`config.mk`:
```
export PLATFORM = sky130hd
export DESIGN_NAME = alu_result_fifo_flat
export DESIGN_NICKNAME = d
export VERILOG_FILES = /design/src/rtl/alu_result_fifo_if.sv /design/src/rtl/alu_result_fifo.sv /design/src/flat_wrapper.sv
export SDC_FILE = /design/constraint.sdc
export NUM_CORES = 1
export LEC_CHECK = 0
export CAP_MARGIN = 20
export CORE_MARGIN = 5
export CORE_UTILIZATION = 47
export DETAILED_ROUTE_END_ITERATION = 10
export PLACE_DENSITY = 0.66
export SLEW_MARGIN = 30
export SYNTH_ARGS = -nofsm -noshare
export SYNTH_HDL_FRONTEND = slang
export SYNTH_SLANG_ARGS = --single-unit
```
`constraint.sdc`:
```
create_clock -name clk -period 6.6 [get_ports clk]
set_input_delay 0.66 -clock clk [delete_from_list [all_inputs] [get_ports clk]]
set_output_delay 0.66 -clock clk [all_outputs]
set_load 0.005 [all_outputs]
```
`src/rtl/alu_result_fifo_if.sv`:
```
// Handshake bundle between the ALU issuer/return path, the result FIFO and its consumer.
// The slave modport is the FIFO side; the master modport is the environment side.
interface alu_result_fifo_if #(
  parameter int DW = 16,
  parameter int LW = 4
);
  logic          issue;
  logic          issue_ok;
  logic          alu_valid;
  logic [DW-1:0] alu_result;
  logic          alu_zero;
  logic          alu_negative;
  logic          alu_overflow;
  logic          rd_valid;
  logic          rd_ready;
  logic [DW-1:0] rd_result;
  logic          rd_zero;
  logic          rd_negative;
  logic          rd_overflow;
  logic [LW-1:0] level;
  logic [LW-1:0] in_flight;
  logic          err_drop;
  logic          err_unexp;
  logic          err_clr;

  modport slave (
    input  issue, alu_valid, alu_result, alu_zero, alu_negative, alu_overflow,
    input  rd_ready, err_clr,
    output issue_ok, rd_valid, rd_result, rd_zero, rd_negative, rd_overflow,
    output level, in_flight, err_drop, err_unexp
  );

  modport master (
    output issue, alu_valid, alu_result, alu_zero, alu_negative, alu_overflow,
    output rd_ready, err_clr,
    input  issue_ok, rd_valid, rd_result, rd_zero, rd_negative, rd_overflow,
    input  level, in_flight, err_drop, err_unexp
  );
endinterface

```
`src/rtl/alu_result_fifo.sv`:
```
// First-word-fall-through buffer for ALU result beats, with an issue credit counter
// so the upstream issuer can avoid overrunning the queue of a non-stallable ALU.
module alu_result_fifo #(
  parameter int DEPTH = 8,
  parameter int DW    = 16,
  parameter int LW    = $clog2(DEPTH + 1)
) (
  input logic         clk,
  input logic         rst,
  alu_result_fifo_if.slave bus
);
  localparam int AW = $clog2(DEPTH);
  localparam int EW = DW + 3;
  localparam logic [LW-1:0] DEPTH_L = LW'(DEPTH);
  localparam logic [LW-1:0] ONE_L   = LW'(1);

  logic [EW-1:0] mem_q [DEPTH];
  logic [AW-1:0] wr_ptr_q, wr_ptr_d, rd_ptr_q, rd_ptr_d;
  logic [LW-1:0] level_q, level_d, infl_q, infl_d;
  logic [EW-1:0] head_q, head_d;
  logic          err_drop_q, err_drop_d, err_unexp_q, err_unexp_d;
  logic [EW-1:0] wdata;
  logic          pop, push_ok, drop, unexp;
  logic [LW:0]   credit;

  assign wdata   = {bus.alu_overflow, bus.alu_negative, bus.alu_zero, bus.alu_result};
  assign pop     = (level_q != '0) & bus.rd_ready;
  assign push_ok = bus.alu_valid & ((level_q != DEPTH_L) | pop);
  assign drop    = bus.alu_valid & ~push_ok;
  assign unexp   = bus.alu_valid & ~bus.issue & (infl_q == '0);

  always_comb begin
    wr_ptr_d = wr_ptr_q;
    rd_ptr_d = rd_ptr_q;
    level_d  = level_q;
    head_d   = head_q;
    infl_d   = infl_q;
    if (push_ok) wr_ptr_d = wr_ptr_q + 1'b1;
    if (pop)     rd_ptr_d = rd_ptr_q + 1'b1;
    case ({push_ok, pop})
      2'b10:   level_d = level_q + 1'b1;
      2'b01:   level_d = level_q - 1'b1;
      default: level_d = level_q;
    endcase
    // Head register always holds the entry at rd_ptr_d, or the last popped one when empty.
    if (push_ok && (level_q == '0 || (pop && level_q == ONE_L)))
      head_d = wdata;
    else if (pop && level_q > ONE_L)
      head_d = mem_q[rd_ptr_d];
    if (bus.issue && !bus.alu_valid && infl_q != DEPTH_L)
      infl_d = infl_q + 1'b1;
    else if (!bus.issue && bus.alu_valid && infl_q != '0)
      infl_d = infl_q - 1'b1;
    err_drop_d  = bus.err_clr ? 1'b0 : (err_drop_q | drop);
    err_unexp_d = bus.err_clr ? 1'b0 : (err_unexp_q | unexp);
  end

  always_ff @(posedge clk or posedge rst) begin
    if (rst) begin
      wr_ptr_q    <= '0;
      rd_ptr_q    <= '0;
      level_q     <= '0;
      infl_q      <= '0;
      head_q      <= '0;
      err_drop_q  <= 1'b0;
      err_unexp_q <= 1'b0;
    end else begin
      wr_ptr_q    <= wr_ptr_d;
      rd_ptr_q    <= rd_ptr_d;
      level_q     <= level_d;
      infl_q      <= infl_d;
      head_q      <= head_d;
      err_drop_q  <= err_drop_d;
      err_unexp_q <= err_unexp_d;
    end
  end

  // Storage is never read before being written, so it carries no reset.
  always_ff @(posedge clk) begin
    if (push_ok) mem_q[wr_ptr_q] <= wdata;
  end

  assign credit          = {1'b0, level_q} + {1'b0, infl_q};
  assign bus.issue_ok    = credit < {1'b0, DEPTH_L};
  assign bus.rd_valid    = (level_q != '0);
  assign bus.rd_result   = head_q[DW-1:0];
  assign bus.rd_zero     = head_q[DW];
  assign bus.rd_negative = head_q[DW+1];
  assign bus.rd_overflow = head_q[DW+2];
  assign bus.level       = level_q;
  assign bus.in_flight   = infl_q;
  assign bus.err_drop    = err_drop_q;
  assign bus.err_unexp   = err_unexp_q;
endmodule

```
`src/flat_wrapper.sv`:
```
// flat-port wrapper written by rule: the top's interface ports become plain ports
module alu_result_fifo_flat 
#(
  parameter int DEPTH = 8,
  parameter int DW    = 16,
  parameter int LW    = $clog2(DEPTH + 1)
)
  (clk, rst, bus_issue, bus_alu_valid, bus_alu_result, bus_alu_zero, bus_alu_negative, bus_alu_overflow, bus_rd_ready, bus_err_clr, bus_issue_ok, bus_rd_valid, bus_rd_result, bus_rd_zero, bus_rd_negative, bus_rd_overflow, bus_level, bus_in_flight, bus_err_drop, bus_err_unexp);
  alu_result_fifo_if #(.DW(DW), .LW(LW)) bus_i ();
  input logic clk;
  input logic rst;
  input wire logic [$bits(bus_i.issue)-1:0] bus_issue;
  input wire logic [$bits(bus_i.alu_valid)-1:0] bus_alu_valid;
  input wire logic [$bits(bus_i.alu_result)-1:0] bus_alu_result;
  input wire logic [$bits(bus_i.alu_zero)-1:0] bus_alu_zero;
  input wire logic [$bits(bus_i.alu_negative)-1:0] bus_alu_negative;
  input wire logic [$bits(bus_i.alu_overflow)-1:0] bus_alu_overflow;
  input wire logic [$bits(bus_i.rd_ready)-1:0] bus_rd_ready;
  input wire logic [$bits(bus_i.err_clr)-1:0] bus_err_clr;
  output wire logic [$bits(bus_i.issue_ok)-1:0] bus_issue_ok;
  output wire logic [$bits(bus_i.rd_valid)-1:0] bus_rd_valid;
  output wire logic [$bits(bus_i.rd_result)-1:0] bus_rd_result;
  output wire logic [$bits(bus_i.rd_zero)-1:0] bus_rd_zero;
  output wire logic [$bits(bus_i.rd_negative)-1:0] bus_rd_negative;
  output wire logic [$bits(bus_i.rd_overflow)-1:0] bus_rd_overflow;
  output wire logic [$bits(bus_i.level)-1:0] bus_level;
  output wire logic [$bits(bus_i.in_flight)-1:0] bus_in_flight;
  output wire logic [$bits(bus_i.err_drop)-1:0] bus_err_drop;
  output wire logic [$bits(bus_i.err_unexp)-1:0] bus_err_unexp;
  assign bus_i.issue = bus_issue;
  assign bus_i.alu_valid = bus_alu_valid;
  assign bus_i.alu_result = bus_alu_result;
  assign bus_i.alu_zero = bus_alu_zero;
  assign bus_i.alu_negative = bus_alu_negative;
  assign bus_i.alu_overflow = bus_alu_overflow;
  assign bus_i.rd_ready = bus_rd_ready;
  assign bus_i.err_clr = bus_err_clr;
  assign bus_issue_ok = bus_i.issue_ok;
  assign bus_rd_valid = bus_i.rd_valid;
  assign bus_rd_result = bus_i.rd_result;
  assign bus_rd_zero = bus_i.rd_zero;
  assign bus_rd_negative = bus_i.rd_negative;
  assign bus_rd_overflow = bus_i.rd_overflow;
  assign bus_level = bus_i.level;
  assign bus_in_flight = bus_i.in_flight;
  assign bus_err_drop = bus_i.err_drop;
  assign bus_err_unexp = bus_i.err_unexp;
  alu_result_fifo #(.DEPTH(DEPTH), .DW(DW), .LW(LW)) u_core (.clk(clk), .rst(rst), .bus(bus_i));
endmodule
```
==> results of run 1 <==
power by group:
| group | switching (W) | internal [W] | total [W] |
|---|---|---|---|
| sequential | 0.000148 | 0.00152 | 0.00167 |
| combinational | 0.000920 | 0.000687 | 0.00161 |
| clock | 0.000418 | 0.000605 | 0.00102 |
metal layers:
metal | share of wire (%) | global-route usage (%) | up-vias
met5 | 0 | 0 | -
met2 | 50 | 31.0 | 167
li1 | - | - | 2241
met1 | 43 | 24.4 | 2479
met3 | 5.1 | 4.08 | 28
met4 | 1.7 | 6.07 | 0
metrics by stage:
| step | instances | total power (W) | area, sq um |
|---|---|---|---|
| finish | 844 | 0.00430 | 9280 |
| global route | 844 | 0.00453 | 9280 |
| CTS | 843 | 0.00430 | 9260 |
| detailed placement | 811 | 0.00327 | 8670 |
| global placement | 811 | 0.00321 | 8670 |
| floorplan | 554 | 0.00275 | 7920 |
cell type report:
type	count	area [sq um]	area share (%)
well taps	220	275	2.97
multi-input cells	324	2250	24.2
clock buffers	21	450	4.86
clock inverters	11	144	1.55
inverters	9	33.8	0.364
repair buffers	72	686	7.39
flip-flops and latches	187	5440	58.6
kinds of logic (layout without fill, tap and decap cells):
group / Yosys count / in the layout / share of synthesized area, %
buffers and inverters: 43 / 113 / 3.43
adders and majority gates: 13 / 13 / 2.15
AOI/OAI and AO/OA: 96 / 96 / 9.05
DFF: 187 / 187 / 68.7
muxes: 43 / 43 / 5.53
and+or+nand+nor: 165 / 165 / 10.4
xor gates and xnor gates: 7 / 7 / 0.774
sequential cells by signal, summed over array words and instances (netlist names):
register and cells:
u_core.bus.in_flight 4, u_core.mem_q 152, u_core.rd_ptr_q 3, u_core.wr_ptr_q 3, u_core.bus.err_unexp 1, u_core.head_q 19, u_core.bus.err_drop 1, u_core.bus.level 4
tightest hold or removal path, stage by stage, from the launching register on:
cell and delay (ps):
sky130_fd_sc_hd__dfrtp_1 350, sky130_fd_sc_hd__a21oi_1 40, sky130_fd_sc_hd__nor2_1 70
synthesized netlist by cell type, types with 2 or more instances:
| cell type | n |
|---|---|
| sky130_fd_sc_hd__edfxtp_1 | 152 |
| sky130_fd_sc_hd__nand2_1 | 84 |
| sky130_fd_sc_hd__mux2i_1 | 37 |
| sky130_fd_sc_hd__a32oi_1 | 36 |
| sky130_fd_sc_hd__nand4_1 | 36 |
| sky130_fd_sc_hd__dfrtp_1 | 35 |
| sky130_fd_sc_hd__a21o_1 | 19 |
| sky130_fd_sc_hd__o21ai_0 | 19 |
| sky130_fd_sc_hd__buf_2 | 12 |
| sky130_fd_sc_hd__ha_1 | 12 |
| sky130_fd_sc_hd__nor2_1 | 12 |
| sky130_fd_sc_hd__a21oi_1 | 9 |
| sky130_fd_sc_hd__buf_6 | 9 |
| sky130_fd_sc_hd__clkbuf_1 | 8 |
| sky130_fd_sc_hd__nand2b_1 | 7 |
| sky130_fd_sc_hd__inv_1 | 6 |
| sky130_fd_sc_hd__mux2_2 | 6 |
| sky130_fd_sc_hd__nor2b_1 | 4 |
| sky130_fd_sc_hd__nor3_1 | 4 |
| sky130_fd_sc_hd__xor2_1 | 4 |
| sky130_fd_sc_hd__and2_1 | 3 |
| sky130_fd_sc_hd__buf_4 | 3 |
| sky130_fd_sc_hd__inv_2 | 3 |
| sky130_fd_sc_hd__xnor2_1 | 3 |
| sky130_fd_sc_hd__nand4bb_1 | 2 |
| sky130_fd_sc_hd__nor3b_1 | 2 |
| sky130_fd_sc_hd__o211a_1 | 2 |
| sky130_fd_sc_hd__o21bai_1 | 2 |
final timing paths:
check                                    startpoint                 endpoint  slack, ps
worst max-delay path                   bus_rd_ready        u_core.head_q[15]       2880
worst min-delay path            u_core.bus.err_drop      u_core.bus.err_drop        500
worst max register to register  u_core.bus.level[0]        u_core.head_q[15]       3090
worst min register to register  u_core.bus.err_drop      u_core.bus.err_drop        500
max in group asynchronous                       rst         u_core.head_q[8]       5560
min in group asynchronous                       rst  u_core.bus.in_flight[2]        670
placed cells by master, fill, tap and decap left out, types with 4 or more instances in the layout:
master,netlist,final
sky130_fd_sc_hd__a21o_1,19,19
sky130_fd_sc_hd__a21oi_1,9,9
sky130_fd_sc_hd__a32oi_1,36,36
sky130_fd_sc_hd__buf_4,3,16
sky130_fd_sc_hd__clkbuf_16,0,17
sky130_fd_sc_hd__clkdlybuf4s50_1,0,55
sky130_fd_sc_hd__dfrtp_1,35,35
sky130_fd_sc_hd__edfxtp_1,152,152
sky130_fd_sc_hd__ha_1,12,12
sky130_fd_sc_hd__inv_1,6,6
sky130_fd_sc_hd__mux2_2,6,6
sky130_fd_sc_hd__mux2i_1,37,37
sky130_fd_sc_hd__nand2_1,84,84
sky130_fd_sc_hd__nand2b_1,7,7
sky130_fd_sc_hd__nand4_1,36,36
sky130_fd_sc_hd__nor2_1,12,8
sky130_fd_sc_hd__nor2_2,0,4
sky130_fd_sc_hd__nor2b_1,4,4
sky130_fd_sc_hd__o21ai_0,19,19
sky130_fd_sc_hd__xor2_1,4,4
==> impl.org, run 1 <==
** Run status
- Result of the run :: finished clean

** Detailed routing
- Residual antenna-violating net count after detailed routing :: 0
- Average wire length per cell after detail routing :: 21.2 um
- The final route contains 4,915 vias.
- For this run, the detailed router's first-pass iteration total came to 5.
- Total wirelength of the detailed-routed design :: 17.9 mm
- Dividing the detail-routed via count by the number of cells gives around 5.8.
- In the routed design, unresolved DRC markers number 0.
- The detailed router finished its first iteration with 522 violations.

** Die
- Initial Utilization :: 47.8%
- Die Span Y :: 140 um
- Die W :: 140 um
- The initialized floorplan defines 47 standard-cell rows.
- The region available for standard cell placement spans 16,600 sq um.
- Number of top-level design ports :: 56
- Die footprint :: 19,500 sq um

** Critical path
- STA classifies the critical path endpoint as a flip-flop.
- Together, buffers and inverters on the worst path number 2.
- CP max stage delay :: 1040 ps
- Counting cells, the worst reg-to-reg path comes to 8.
- Along the worst path, the maximum fanout reaches 40.
- Number of logic stages on the critical path including buffering :: 7
- Dominant delay contributor by cell family on the critical path :: buffers and inverters
- Path type of the worst setup path :: in -> reg
- Worst path slowest cell :: sky130_fd_sc_hd__clkdlybuf4s50_1
- Arrival time reported for the critical path endpoint :: 4010 ps
- Worst setup SP type :: input port
- Data on the critical path is required at its endpoint by 6890 ps.
- CP cell instances :: clkdlybuf4s50_1 -> nand2b_1 -> o211a_4 -> buf_4 -> mux2_2 -> a222oi_1 -> a21oi_1

** Timing
- Crit path time final :: 3720 ps
- Worst relative slew slack :: a little over two fifths
- Tightest Pin Transition :: roughly 870 ps
- RSZ-0062 raised after global routing :: no
- Minimum hold slack :: 502 ps
- Highest clock rate :: 269 MHz
- Of the available clock period, the critical path in the final layout requires 56.3%.
- Maximum clock skew at final layout :: 7.98 ps
- After routing, the total negative slack on setup checks comes to 0 ps.
- Setup violations remaining at the end of the flow were counted as 0.
- The final number of max-transition violations was 0.
- Hold violation total from the final report :: 0
- Setup slack on the critical path of the routed design comes to 2880 ps.

** Worst hold path
- Hold/Removal Path Class :: reg -> reg
- The worst hold path passes through 2 cells.

** GRT
- Entering global routing, the biggest net connects 41 pins.
- Number of global-route vias before repair :: 5,077
- The first global-routing pass estimated around 28 mm of wire.
- Number of antenna violations at the first check in global routing :: 0
- Across every metal layer, demand over resource in global routing totals 18.6%.
- Total overflow reported by the global router :: 0

** Synthesis
- Net count of the mapped netlist :: 592
- Fraction of registers with async set or reset after synthesis :: 18.7%
- Cell types occupying the most area after synthesis :: sky130_fd_sc_hd__edfxtp_1 58%, sky130_fd_sc_hd__dfrtp_1 11%, sky130_fd_sc_hd__mux2i_1 4.7%
- In this run the mean area of a mapped cell was about 14 sq um.
- Number of instances in the synthesized netlist :: approximately 550
- In the synthesized netlist the dominant register cell turns out to be sky130_fd_sc_hd__edfxtp_1.
- Cell type contributing the most total cell area after synthesis :: sky130_fd_sc_hd__edfxtp_1
- The share of the Yosys chip area taken by registers is 68.7%.
- The cell area that synthesis handed to floorplanning was about 8000 sq um.
- Yosys mapped a number of flops with a built-in enable equal to 152.
- Post-synth cell types :: ~50
- Flop and latch count out of synthesis :: 187
- Yosys printed 0 warnings.
- Share of the synthesized area in the top cell type :: 57.6%

** Run
- Reported max-cap violation count :: 0

** CTS
- Clock tree synthesis selected as its root buffer the cell sky130_fd_sc_hd__clkbuf_16.
- Clock latency at the later pin of the worst-skew pair :: 430 ps
- TritonCTS built the clock tree.
- Resized Gates After CTS :: 0
- The clock tree synthesis step divided the H-tree into 4 levels.
- CTS clock-pin slew for the worst setup and hold paths :: 60 ps
- Hold repair after CTS inserted 0 buffers.
- Buffer levels on the longest clock path :: 2
- Num Clock Sinks :: between 150 and 200
- Post-CTS timing repair inserted 0 buffers for setup.
- Inserted Clock Buffers :: 17

** Power
- IR Drop Worst-Case VDD :: approximately 250 uV
- In this run the power density over the cells is 463 nW/um^2.
- Summed over all cells, the static leakage comes to 3.35 nW.

** Final layout
- The repair_antennas step left the layout with diodes totalling 0.
- Synthesis-to-layout area growth :: 17.1%
- After filler insertion, the fill cell instance count of the layout stands at 1,355.
- Utilization after layout :: 55.9%
- Cells with a size suffix above 1 make up 10.9% of the layout.
- Count of nets after finishing :: 649

** Placed design
- At the placement stage, the worst setup path has a slack of between 2000 and 3000 ps.
- Number of input and output port buffers inserted :: 55
- Routability Congestion :: 0.757
- Hpwl dp :: 10.1 mm
No activity file was read; power rests on OpenSTA's default activity.
==> run 2: changes to the inputs <==
--- a/config.mk
+++ b/config.mk
@@ -9,7 +9,7 @@
 export CORE_MARGIN = 5
 export CORE_UTILIZATION = 47
 export DETAILED_ROUTE_END_ITERATION = 10
-export PLACE_DENSITY = 0.66
+export PLACE_DENSITY = 0.69
 export SLEW_MARGIN = 30
 export SYNTH_ARGS = -nofsm -noshare
 export SYNTH_HDL_FRONTEND = slang
==> constraint.sdc (replaced) <==
create_clock -name clk -period 3.2 [get_ports clk]
set_input_delay 0.32 -clock clk [delete_from_list [all_inputs] [get_ports clk]]
set_output_delay 0.32 -clock clk [all_outputs]
set_load 0.005 [all_outputs]
==> impl.org, run 2 (synthesis results as in run 1) <==
** Run status
- Result of the run :: finished clean

** Detailed routing
- Initial detailed-routing violation count :: 388 (-26%)
- Average wire length per cell after detail routing :: 21.4 um (+0.66%)
- DRC violation count after routing :: 0 (unchanged)
- Length of the first detailed-routing pass in iterations :: 4 (-1)
- The post-detailed-route via-to-cell ratio is 5.78 (-0.76%).
- Vias after detailed routing :: 4,947 (+0.65%)
- Total wirelength of the detailed-routed design :: 18.3 mm (+2.1%)
- Residual antenna-violating net count after detailed routing :: 0 (unchanged)

** Placed design
- Number of input and output port buffers inserted :: 55 (unchanged)
- The worst slack at placement came to 477 ps (-2080 ps).
- Post-placement cell area :: 8760 sq um (+1.1%)
- The post-detailed-placement half-perimeter wirelength was 11.1 mm (+9.8%).
- Routability Congestion :: 0.774 (+2.2%)

** Timing
- Maximum clock skew at final layout :: 6.73 ps (-1.25 ps)
- Worst relative slew slack :: 55.6% (+14 points)
- Post-route worst setup slack :: 420 ps (-2460 ps)
- Based on the critical path, the design can be clocked at up to ~360 MHz.
- Tightest Pin Transition :: 665 ps (-201 ps)
- The final count of negative-setup-slack endpoints was 0 (unchanged).
- The worst path uses 86.9% of the clock period.
- The smallest clock period supported by the final layout is computed as 2780 ps.
- Aggregate negative setup slack :: 0 ps (unchanged)
- Setup repair after global routing left no endpoint under its margin.
- Total count of max-transition violations in the final report :: 0 (unchanged)
- The number of hold violations in the final report came to 0 (unchanged).

** CTS
- CTS clock-pin slew for the worst setup and hold paths :: 70 ps (about the same)
- Inserted Clock Buffers :: 17 (unchanged)
- Root Buffer Master :: sky130_fd_sc_hd__clkbuf_16
- Resized Gates After CTS :: 0 (unchanged)
- The number of buffers between clock root and the deepest sink is 2 (unchanged).
- TritonCTS built the clock tree.
- The post-CTS setup buffer count came to 0 (unchanged).
- The clock sink total is 187 (unchanged).
- The number of buffers inserted by hold repair at cts came to 0 (unchanged).
- Clock latency at the later pin of the worst-skew pair :: 430 ps (about the same)
- Htree depth :: 4 (unchanged)

** Power
- Fraction of power consumed by sequential logic :: 39.1% (+0.3 points)
- The internal power of the cells is 0.00568 W (+100%).
- Switching power share of the total :: 35.3% (+0.72 points)
- The sum of internal, switching and leakage power was 0.00878 W (+100%).
- Share of power burned in combinational logic :: 38.8% (+1.4 points)
- The switching power of the nets is 0.00310 W (+110%).
- Clk network pwr share :: 22.0% (-1.8 points)
- Static leakage power :: 3.38 nW (+0.79%)
- IR Drop Worst-Case VDD :: 523 uV (+110%)
- Areal power density over the cells :: 944 nW/um^2 (+100%)

** Run
- The number of maximum-capacitance violations came to 0 (unchanged).

** GRT
- Largest net degree at the start of global routing :: 43 (+4.9%)
- Total overflow reported by the global router :: 0 (unchanged)
- Number of antenna violations at the first check in global routing :: 0 (unchanged)
- The aggregate global-route resource usage was 19.1% (+0.46 points).
- Number of global-route vias before repair :: 5,125 (+0.95%)
- The wire length of the first global-routing pass came to 28.6 mm (+2.0%).

** Final layout
- Relative to the synthesized area, the layout overhead comes to 17.4%.
- The final net count was 661 (+1.8%).
- The largest registers in the layout are u_core.mem_q x152, u_core.head_q x19.
- The number of flip-flops in the largest register was 152 (unchanged).
- Leaving out fill and tap cells, the most frequent cells in the layout are 152 x sky130_fd_sc_hd__edfxtp_1, 84 x sky130_fd_sc_hd__nand2_1, 55 x sky130_fd_sc_hd__clkdlybuf4s50_1, 37 x sky130_fd_sc_hd__mux2i_1.
- The library cell used most frequently in the layout, excluding fill and tap cells, is sky130_fd_sc_hd__edfxtp_1.
- The number of antenna cells inserted was 0 (unchanged).
- Ranked by flip-flop count, first place goes to u_core.mem_q.
- Ratio of cells with drive above 1 in the final layout :: 12.1% (+1.2 points)
- Finished layout cell area :: 9300 sq um (+0.24%)
- Filler cell count :: 1,360 (+0.37%)
- Utilization after layout :: 56.1% (+0.14 points)

** Critical path
- CP required :: 3520 ps (-3370 ps)
- Largest driver fanout on the critical path :: 42 (+5.0%)
- By startpoint and endpoint, the worst setup path is classified as reg -> reg.
- Critical path capture point type :: flip-flop
- Walking the worst path, the cells encountered are inv_1 -> ha_1 -> nor3b_2 -> o211a_4 -> buf_4 -> mux2i_1 -> a32oi_1 -> a21o_1.
- The worst setup path is launched from a flip-flop.
- Arrival time reported for the critical path endpoint :: 3100 ps (-910 ps)
- The biggest cell delay along the critical path came to 530 ps (-510 ps).
- Worst path slowest cell :: sky130_fd_sc_hd__buf_4

** Die
- Die W :: 140 um (unchanged)
- The count of standard-cell rows was 47 (unchanged).
- The starting density of the core was 47.8% (unchanged).
- Placeable Area :: 16,600 sq um (unchanged)
- The boundary pin count is 56 (unchanged).
- The y dimension of the die came to 140 um (unchanged).
- Die footprint :: 19,500 sq um (unchanged)

** Worst hold path
- Hold/Removal Path Class :: in -> async
==> run 2: cell types whose count changed in the layout (fill, tap and decap cells not counted), sizes merged <==
cell / change
buf: +12
bufinv: -2
clkinvlp: +1
inv: +1
==> run 2: power groups by stage <==
| stage | sequential, W | combinational (W) | clock (W) |
|---|---|---|---|
| finish | 0.00344 | 0.00341 | 0.00193 |
| global route | 0.00349 | 0.00372 | 0.00207 |
| CTS | 0.00344 | 0.00343 | 0.00196 |
| detailed placement | 0.00348 | 0.00341 | 0 |
| global placement | 0.00346 | 0.00328 | 0 |
| floorplan | 0.00341 | 0.00227 | 0 |
==> run 2: area by class of cell <==
cell class                      instances  area [sq um]  share of cell area (%)
Multi-Input combinational cell        324          2250                    24.2
Clock inverter                         11          95.1                    1.02
Clock buffer                           21           440                    4.74
Sequential cell                       187          5440                    58.5
Tap cell                              220           275                    2.96
Timing Repair Buffer                   84           768                    8.26
Inverter                                9          33.8                   0.363
==> run 2: worst paths after layout <==
| path | from | endpoint | slack, ps | depth (start not counted) |
|---|---|---|---|---|
| worst max register to register | u_core.bus.level[0] | u_core.head_q[7] | 420 | 8 |
| max in group asynchronous | rst | u_core.head_q[7] | 2100 | 3 |
| worst min-delay path | rst | u_core.bus.in_flight[2] | 290 | 2 |
| worst min register to register | u_core.bus.err_drop | u_core.bus.err_drop | 500 | 2 |
| min in group clk | bus_err_clr | u_core.bus.err_drop | 470 | 2 |
| worst max-delay path | u_core.bus.level[0] | u_core.head_q[7] | 420 | 8 |
==> run 2: worst max-delay path: cells and delay by family, from the launching register on <==
kind	cells	cell delay [ps]
and+or+nand+nor	1	330
muxes	1	300
DFF	1	460
buffers and inverters	2	680
AOI/OAI and AO/OA	3	590
adders and majority gates	1	280
==> run 2: per-stage QoR <==
stage / hold WS, ps / std cells
4_1_cts: 308 / 856
2_1_floorplan: 386 / 554
6_report: 287 / 856
5_1_grt: 344 / 856
3_3_place_gp: 485 / 824
3_5_place_dp: 495 / 824
==> run 2: layer usage <==
layer / vias up / wire (um) / global-route usage (%)
li1: 2268 / - / -
met1: 2489 / 8020 / 25.5
met2: 153 / 9000 / 30.7
met3: 37 / 874 / 4.36
met4: 0 / 410 / 7.09
met5: - / 0 / 0
